### config.mk
export PLATFORM = sky130hd
export DESIGN_NAME = lvds_rx_word_align
export DESIGN_NICKNAME = d
export VERILOG_FILES = /design/src/rtl/lvds_align_pkg.sv /design/src/rtl/lvds_align_ch.sv /design/src/rtl/lvds_rx_word_align.sv
export SDC_FILE = /design/constraint.sdc
export NUM_CORES = 1
export LEC_CHECK = 0
export CORE_ASPECT_RATIO = 0.7
export CORE_MARGIN = 3
export CORE_UTILIZATION = 53
export CTS_CLUSTER_SIZE = 20
export DETAILED_ROUTE_END_ITERATION = 6
export GPL_TIMING_DRIVEN = 0
export PLACE_DENSITY = 0.9
export SLEW_MARGIN = 40
export SYNTH_ARGS = -nofsm -noshare
export SYNTH_HDL_FRONTEND = slang
export SYNTH_SLANG_ARGS = --single-unit
### constraint.sdc
create_clock -name clk -period 4.7 [get_ports clk]
set_input_delay 1.175 -clock clk [delete_from_list [all_inputs] [get_ports clk]]
set_output_delay 1.175 -clock clk [all_outputs]
set_load 0.01 [all_outputs]
### src/rtl/lvds_align_pkg.sv
// Shared types and helpers for the LVDS receive word aligner.
// One FSM state set is used by every channel instance.
package lvds_align_pkg;

  typedef enum logic [2:0] {
    ST_IDLE,
    ST_CHECK,
    ST_SLIP,
    ST_WAIT,
    ST_LOCKED,
    ST_FAIL
  } state_t;

  localparam logic [7:0] TRAIN_PATTERN_DEF = 8'hB4;

  // Bits needed to hold the value max_val without wrapping.
  function automatic int cnt_w(input int max_val);
    return (max_val < 1) ? 1 : $clog2(max_val + 1);
  endfunction

endpackage

### src/rtl/lvds_align_ch.sv
// One channel of the word aligner: compares the deserialised word
// against the training pattern and pulses bitslip until it matches.
module lvds_align_ch
  import lvds_align_pkg::*;
#(
  parameter int DESER       = 8,
  parameter logic [DESER-1:0] TRAIN_PATTERN =
    DESER'(TRAIN_PATTERN_DEF),
  parameter int MATCH_COUNT = 4,
  parameter int MAX_SLIPS   = 8,
  parameter int SLIP_HIGH   = 2,
  parameter int SLIP_WAIT   = 4
) (
  input  logic             clk,
  input  logic             rst_n,
  input  logic             pll_locked,
  input  logic             retrain,
  input  logic [DESER-1:0] word,
  output logic             bitslip,
  output logic             locked,
  output logic             fail
);

  localparam int MW = cnt_w(MATCH_COUNT);
  localparam int SW = cnt_w(MAX_SLIPS);
  localparam int TW = cnt_w(
    (SLIP_HIGH > SLIP_WAIT) ? SLIP_HIGH : SLIP_WAIT);

  localparam logic [MW-1:0] MC_LAST = MW'(MATCH_COUNT - 1);
  localparam logic [SW-1:0] SL_MAX  = SW'(MAX_SLIPS);
  localparam logic [TW-1:0] T_HIGH  = TW'(SLIP_HIGH);
  localparam logic [TW-1:0] T_WAIT  = TW'(SLIP_WAIT);

  state_t          r_state;
  logic [MW-1:0]   r_match;
  logic [SW-1:0]   r_slip;
  logic [TW-1:0]   r_tmr;
  logic            r_bitslip;
  logic            r_locked;
  logic            r_fail;
  logic            w_hit;

  assign w_hit = (word == TRAIN_PATTERN);

  always_ff @(posedge clk or negedge rst_n) begin
    if (!rst_n) begin
      r_state   <= ST_IDLE;
      r_match   <= '0;
      r_slip    <= '0;
      r_tmr     <= '0;
      r_bitslip <= 1'b0;
      r_locked  <= 1'b0;
      r_fail    <= 1'b0;
    end else if (!pll_locked || retrain) begin
      r_state   <= ST_IDLE;
      r_match   <= '0;
      r_slip    <= '0;
      r_tmr     <= '0;
      r_bitslip <= 1'b0;
      r_locked  <= 1'b0;
      r_fail    <= 1'b0;
    end else begin
      unique case (r_state)
        ST_IDLE: begin
          r_state <= ST_CHECK;
          r_match <= '0;
          r_slip  <= '0;
        end
        ST_CHECK: begin
          if (w_hit) begin
            r_match <= r_match + 1'b1;
            if (r_match == MC_LAST) begin
              r_state  <= ST_LOCKED;
              r_locked <= 1'b1;
            end
          end else if (r_slip == SL_MAX) begin
            r_state <= ST_FAIL;
            r_fail  <= 1'b1;
          end else begin
            r_state   <= ST_SLIP;
            r_match   <= '0;
            r_slip    <= r_slip + 1'b1;
            r_tmr     <= TW'(1);
            r_bitslip <= 1'b1;
          end
        end
        ST_SLIP: begin
          // Timer counts cycles already spent in the state.
          if (r_tmr == T_HIGH) begin
            r_bitslip <= 1'b0;
            r_tmr     <= TW'(1);
            r_state   <= (SLIP_WAIT == 0) ? ST_CHECK : ST_WAIT;
          end else begin
            r_tmr <= r_tmr + 1'b1;
          end
        end
        ST_WAIT: begin
          if (r_tmr == T_WAIT) begin
            r_state <= ST_CHECK;
            r_tmr   <= '0;
          end else begin
            r_tmr <= r_tmr + 1'b1;
          end
        end
        ST_LOCKED, ST_FAIL: r_state <= r_state;
        default: r_state <= ST_IDLE;
      endcase
    end
  end

  assign bitslip = r_bitslip;
  assign locked  = r_locked;
  assign fail    = r_fail;

endmodule

### src/rtl/lvds_rx_word_align.sv
// Multi-channel LVDS receive word aligner with a registered
// data/valid output stage in the parallel clock domain.
module lvds_rx_word_align
  import lvds_align_pkg::*;
#(
  parameter int NUM_CH      = 1,
  parameter int DESER       = 8,
  parameter logic [DESER-1:0] TRAIN_PATTERN =
    DESER'(TRAIN_PATTERN_DEF),
  parameter int MATCH_COUNT = 4,
  parameter int MAX_SLIPS   = 8,
  parameter int SLIP_HIGH   = 2,
  parameter int SLIP_WAIT   = 4
) (
  input  logic                    clk,
  input  logic                    rst_n,
  input  logic                    pll_locked,
  input  logic                    retrain,
  input  logic [NUM_CH*DESER-1:0] rx_data,
  output logic [NUM_CH-1:0]       bitslip,
  output logic [NUM_CH-1:0]       ch_locked,
  output logic [NUM_CH-1:0]       align_fail,
  output logic                    all_locked,
  output logic [NUM_CH*DESER-1:0] data_out,
  output logic                    data_valid
);

  logic [NUM_CH*DESER-1:0] r_data;
  logic                    r_valid;

  for (genvar g = 0; g < NUM_CH; g++) begin : g_ch
    lvds_align_ch #(
      .DESER        (DESER),
      .TRAIN_PATTERN(TRAIN_PATTERN),
      .MATCH_COUNT  (MATCH_COUNT),
      .MAX_SLIPS    (MAX_SLIPS),
      .SLIP_HIGH    (SLIP_HIGH),
      .SLIP_WAIT    (SLIP_WAIT)
    ) u_ch (
      .clk       (clk),
      .rst_n     (rst_n),
      .pll_locked(pll_locked),
      .retrain   (retrain),
      .word      (rx_data[g*DESER +: DESER]),
      .bitslip   (bitslip[g]),
      .locked    (ch_locked[g]),
      .fail      (align_fail[g])
    );
  end

  assign all_locked = &ch_locked;

  // Data is forwarded regardless of lock; consumers gate on valid.
  always_ff @(posedge clk or negedge rst_n) begin
    if (!rst_n) begin
      r_data  <= '0;
      r_valid <= 1'b0;
    end else begin
      r_data  <= rx_data;
      r_valid <= all_locked;
    end
  end

  assign data_out   = r_data;
  assign data_valid = r_valid;

endmodule

==> out/results.ini, run 1 <==
[run_status]
status = completed

[floorplanning]
die_width_um = 63.02
io_pins = 25
die_y_um = 45.92
num_rows = 13
start_util_pct = 60.29
dieArea_um2 = 2894
coreArea_um2 = 2001

[final_layout]
layout-drive-gt1-share_pct = 9.559
multi_input_area_um2 = 546.8
fin_area_um2 = 1506
fin_nets = 156
fill_cells = 147
synthToLayoutAreaGrowth_pct = 24.90
layout_common_cells = dfrtp_1 (25), clkdlybuf4s50_1 (23), a21oi_1 (9)
instances_no_fill = 166
utilization_pct = 75.30
layout_commonest_cell = dfrtp_1
seqCellArea_um2 = 625.6
num_antenna_cells = 0

[setup_path]
crit_path_end_kind = flop
setup.worst_path.start_class = input port
cp.arrival_ns = 2.90
critPathSlowestCell = nor3_1
cp_slowest_stage_delay_ns = 0.62
critical_path_class = input port to flop
cp_max_fo = 7
path_cells = clkdlybuf4s50_1, nand2b_1, nor3_1, o21ai_0, a31oi_1
worstPathRequired_ns = 4.95

[timing]
drv_slew = 0
hold_ws_ns = 0.4568
fmax_mhz = 377.3
max_slew_margin_pct = 50.92
rsz0062_at_grt = false
setup_viol = 0
fin_crit_sh_pct = 56.39
skew_ns = 0.01104
fin_crit_ns = 2.650
worst_pin_slew_ns = 0.7285
finalWorstSetupSlack_ns = 2.050
hold_viol = 0
finalSetupTns_ns = 0

[drt]
drt_iter0_markers = 42
num_vias = 1003
wirelength_um = 2823
route.detailed.drc = 0
via_per_inst = 6.042
wire_per_inst_um = 17.01
ant_nets = 0
firstDrtPassIters = 4

[cts]
clkTransAtPathRegs_ns = 0.14
cts_resized = 0
post_cts_buffers = 0
cts_made_buffers = 3
cts_tree = done
postCtsHoldBufs = 0
cts_buffer_depth = 2
ctsRootBufferMaster = clkbuf_4
clk_latency_ns = 0.33
cts_num_sinks = 25
h-tree-depth = 1

[place]
gp_congestion = 0.8532
hpwl_um = 2119
place_area_um2 = 1479
place_inst = 162
numPortBuffers = 24
pre_cts_slack_ns = 1.728

[synth]
yosys.area_share.adder_pct = 7.261
ys_warn_count = 0
synth_top_area_share_pct = 51.87
synth.area.top_cells = dfrtp_1 (52%), ha_1 (7.3%), a21oi_1 (3.7%)
synth_compound_area_share_pct = 20.23
synth_area_um2 = 1206
synth_top_family_by_area = compound AO/OA/AOI/OAI gates
synth_area_leader_cell = dfrtp_1
synth_nets = 127
ys_ff_latch = 25
synth-seq-area-share_pct = 51.87
syn_area_per_cell_um2 = 11.17
yosysUniqueCellTypes = 35
synthCells = 108
synth_simple_gate_area_share_pct = 17.84
synth-xor-area-share_pct = 0
synthFlopType = dfrtp_1
synth_mux_area_share_pct = 0
synth_edf_count = 0
async_flop_share_pct = 100.0

[global_routing]
antenna_found_initial = 0
grt_usage_pct = 21.51
first_global_vias = 1032
grt_max_degree = 26
grt_pass1_wl_um = 4698
grt-ovfl-total = 0

[min_path]
hp-class = flop to flop

[power_and_ir_drop]
ir_drop_v = 0.0001650
power.density_nw_per_um2 = 246.0
cellLeakagePower_nw = 0.6334
power_mw = 0.3706

[run]
max_cap_viol_count = 0

[power by group]
part	leakage, nW	internal, mW	switching [mW]
registers	0.328	0.221	0.00494
clock network	0.0177	0.0319	0.0647
logic	0.288	0.0228	0.0251
[layer usage]
| metal | vias to the layer above | global-route usage (%) | share of wire (%) |
|---|---|---|---|
| met5 | - | 0 | 0 |
| met4 | 0 | 7.456 | 1.6 |
| met3 | 8 | 5.185 | 5.7 |
| met2 | 44 | 39.62 | 51 |
| met1 | 494 | 25.28 | 41 |
| li1 | 457 | - | - |
[cells by family (layout without fill, tap and decap cells)]
group	Yosys count	count (layout)
DFF	25	25
adders and majority gates	7	7
AOI/OAI and AO/OA	35	35
and+or+nand+nor	33	33
buffers and inverters	8	36
[area by class of cell]
cell class	count	area share, %
well taps	30	2.492
clock inverters	1	0.3322
flip-flops and latches	25	41.53
repair buffers	24	15.61
plain buffers	1	0.4983
inverters	7	1.744
clock buffers	3	1.495
multi-input cells	75	36.30
[registers in the layout (all words and copies together), names as in the netlist]
register           cells
data_out               8
g_ch.u_ch.r_match      3
g_ch.u_ch.r_state      3
g_ch.u_ch.fail         1
g_ch.u_ch.r_tmr        3
g_ch.u_ch.bitslip      1
g_ch.u_ch.r_slip       4
g_ch.u_ch.locked       1
data_valid             1
[worst paths after layout]
path                       cells after the start  slack, ns              startpoint                     end
setup / recovery                               5       2.05                 retrain  g_ch[0].u_ch.r_slip[3]
hold / removal                                 0       0.46     g_ch[0].u_ch.locked              data_valid
setup reg to reg                               6       2.72  g_ch[0].u_ch.r_slip[0]   g_ch[0].u_ch.r_tmr[1]
hold reg to reg                                0       0.46     g_ch[0].u_ch.locked              data_valid
max in group asynchronous                      1       3.52                   rst_n   g_ch[0].u_ch.r_tmr[1]
min in group asynchronous                      1       0.81                   rst_n             data_out[2]
[worst max-delay path, delay by kind of cell]
kind	cells	cell delay, ns
compound gates	2	0.42
buf+inv	1	0.41
simple gates	2	0.89
[synth_stat cells (2+ instances only)]
cell	n
nand3_1	4
o21ai_0	5
o31ai_1	2
nor2_1	3
nor2b_1	2
dfrtp_1	25
a31oi_1	4
nand2_1	5
o211ai_1	2
a21oi_1	9
a21o_1	3
ha_1	7
nand2b_1	7
nor3_1	3
inv_1	7
(Power assumes the default switching activity.)
==> inputs of run 2 (changes only) <==
--- a/config.mk
+++ b/config.mk
@@ -7,11 +7,11 @@
 export LEC_CHECK = 0
 export CORE_ASPECT_RATIO = 0.7
 export CORE_MARGIN = 3
-export CORE_UTILIZATION = 53
+export CORE_UTILIZATION = 49
 export CTS_CLUSTER_SIZE = 20
 export DETAILED_ROUTE_END_ITERATION = 6
 export GPL_TIMING_DRIVEN = 0
-export PLACE_DENSITY = 0.9
+export PLACE_DENSITY = 0.85
 export SLEW_MARGIN = 40
 export SYNTH_ARGS = -nofsm -noshare
 export SYNTH_HDL_FRONTEND = slang
==> constraint.sdc (replaced) <==
create_clock -name clk -period 2.6 [get_ports clk]
set_input_delay 0.65 -clock clk [delete_from_list [all_inputs] [get_ports clk]]
set_output_delay 0.65 -clock clk [all_outputs]
set_load 0.01 [all_outputs]
==> run 2 against run 1 <==
Net effect:
- combinational power increased by 76%
- final area increased by 0.17%
- global-route usage decreased by 3.5 points
- via count decreased by 6.7%
- total power increased by 81%
- worst setup slack got worse by 1.6 ns
- sequential cell count unchanged
- sequential share of layout area decreased by 0.069 points
- hold slack got worse by 0.18 ns
- register-to-register slack got worse by 2.0 ns
==> out/results.ini, run 2 (synthesis results as in run 1) <==
[run_status]
status = completed

[timing]
worst_pin_slew_ns = 0.6886  ; -0.03984 ns
fmax_mhz = 469.1
finalSetupTns_ns = 0  ; unchanged
rsz0062_at_grt = false
setup_viol = 0  ; unchanged
fin_crit_ns = 2.132
finalWorstSetupSlack_ns = 0.4681  ; -1.582 ns
hold_viol = 0  ; unchanged
skew_ns = 0.007764  ; -0.003281 ns
drv_slew = 0  ; unchanged
fin_crit_sh_pct = 82.00
max_slew_margin_pct = 53.74  ; +2.8 points

[global_routing]
antenna_found_initial = 0  ; unchanged
grt_max_degree = 26  ; unchanged
grt_pass1_wl_um = 4209  ; -10%
grt-ovfl-total = 0  ; unchanged
grt_usage_pct = 18.00  ; -3.5 points
first_global_vias = 907  ; -12%

[place]
pre_cts_slack_ns = 0.1454  ; -1.583 ns
numPortBuffers = 24  ; unchanged
hpwl_um = 1952  ; -7.9%
place_inst = 164  ; +1.2%
gp_congestion = 0.8101  ; -5.1%

[cts]
cts_buffer_depth = 2  ; unchanged
cts_num_sinks = 25  ; unchanged
ctsRootBufferMaster = clkbuf_4
clk_latency_ns = 0.33  ; about the same
h-tree-depth = 1  ; unchanged
post_cts_buffers = 0  ; unchanged
cts_made_buffers = 3  ; unchanged
cts_resized = 0  ; unchanged
cts_tree = done
clkTransAtPathRegs_ns = 0.14  ; about the same
postCtsHoldBufs = 0  ; unchanged

[setup_path]
critical_path_class = input port to flop
crit_path_end_kind = flop
reg2reg_from = g_ch[0].u_ch.r_slip[0]
cp_max_fo = 7  ; unchanged
setup.worst_path.start_class = input port
cp.arrival_ns = 2.39  ; -0.51 ns
worstPathRequired_ns = 2.86  ; -2.09 ns
crit_start = retrain

[drt]
wire_per_inst_um = 14.91  ; -12%
drt_iter0_markers = 81  ; +93%
wirelength_um = 2505  ; -11%
num_vias = 936  ; -6.7%
firstDrtPassIters = 5  ; +1
ant_nets = 0  ; unchanged
via_per_inst = 5.571  ; -7.8%
route.detailed.drc = 0  ; unchanged

[final_layout]
layout-drive-gt1-share_pct = 9.559  ; unchanged
synthToLayoutAreaGrowth_pct = 25.10
num_antenna_cells = 0  ; unchanged
largest_reg_flops = 8  ; unchanged
layout_common_cells = dfrtp_1 (25), clkdlybuf4s50_1 (23), a21oi_1 (9)
instances_no_fill = 168  ; +1.2%
layout_commonest_cell = dfrtp_1
utilization_pct = 67.30  ; -8.0 points
fin_nets = 156  ; unchanged

[floorplanning]
io_pins = 25  ; unchanged
die_y_um = 47.51  ; +3.5%
num_rows = 14  ; +1
dieArea_um2 = 3102  ; +7.2%
coreArea_um2 = 2242  ; +12%
start_util_pct = 53.79  ; -6.5 points
die_width_um = 65.30  ; +3.6%

[power_and_ir_drop]
power_frac_seq_pct = 61.0  ; about the same
p_int_mw = 0.4986  ; +81%
power_switching_mw = 0.1709  ; +80%
power_frac_clock_pct = 26.4  ; +0.3 points
swShare_pct = 25.52  ; about the same
combPwrFrac_pct = 12.6  ; -0.3 points
power.density_nw_per_um2 = 443.7  ; +80%
cellLeakagePower_nw = 0.6334  ; unchanged
power_mw = 0.6695  ; +81%
ir_drop_v = 0.0003095  ; +88%

[min_path]
hp-class = input port to asynchronous set/reset pin

[run]
max_cap_viol_count = 0  ; unchanged

## run 2: layer usage
layer / wire length [µm] / track usage [%] / vias to the layer above
met1: 1203 / 24.82 / 460
met5: 0 / 0 / -
met3: 121 / 4.930 / 0
met4: 0 / 3.306 / 0
li1: - / - / 454
met2: 1179 / 29.38 / 22
## run 2: power by group through the flow
| stage | clock [mW] | sequential (mW) | combinational, mW |
|---|---|---|---|
| 4_1_cts | 0.184 | 0.408 | 0.0851 |
| 3_3_place_gp | 0 | 0.415 | 0.0834 |
| 3_5_place_dp | 0 | 0.416 | 0.0848 |
| 5_1_grt | 0.198 | 0.410 | 0.0930 |
| 6_report | 0.177 | 0.408 | 0.0842 |
| 2_1_floorplan | 0 | 0.418 | 0.0317 |
## run 2: area by class of cell
cell class	instances	area, µm²
Timing Repair Buffer	24	235.2
Fill cell	180	733.2
Inverter	7	26.28
Tap cell	32	40.04
Multi-Input combinational cell	75	546.8
Sequential cell	25	625.6
Clock inverter	1	5.005
Buffer	1	7.507
Clock buffer	3	22.52
## run 2: path summary, 6_finish.rpt
check                                              end  slack [ns]  cells past startpoint
worst max-delay path            g_ch[0].u_ch.r_slip[3]        0.47                      5
worst min register to register              data_valid        0.45                      0
max in group asynchronous        g_ch[0].u_ch.r_tmr[0]        1.95                      1
worst min-delay path                       data_out[2]        0.28                      1
min in group clk                            data_valid        0.45                      0
worst max register to register   g_ch[0].u_ch.r_tmr[1]        0.71                      6
## run 2: worst max-delay path, cell delays in order
cell             delay (ns)
clkdlybuf4s50_1        0.41
nand2b_1               0.27
nor3_1                 0.62
o21ai_0                0.21
a31oi_1                0.22
## run 2: metrics by stage
stage / area [µm²] / hold slack, ns
4_1_cts: 1509 / 0.2975
2_1_floorplan: 1206 / 0.3544
3_5_place_dp: 1481 / 0.4322
6_report: 1509 / 0.2782
5_1_grt: 1509 / 0.3047
3_3_place_gp: 1486 / 0.4159
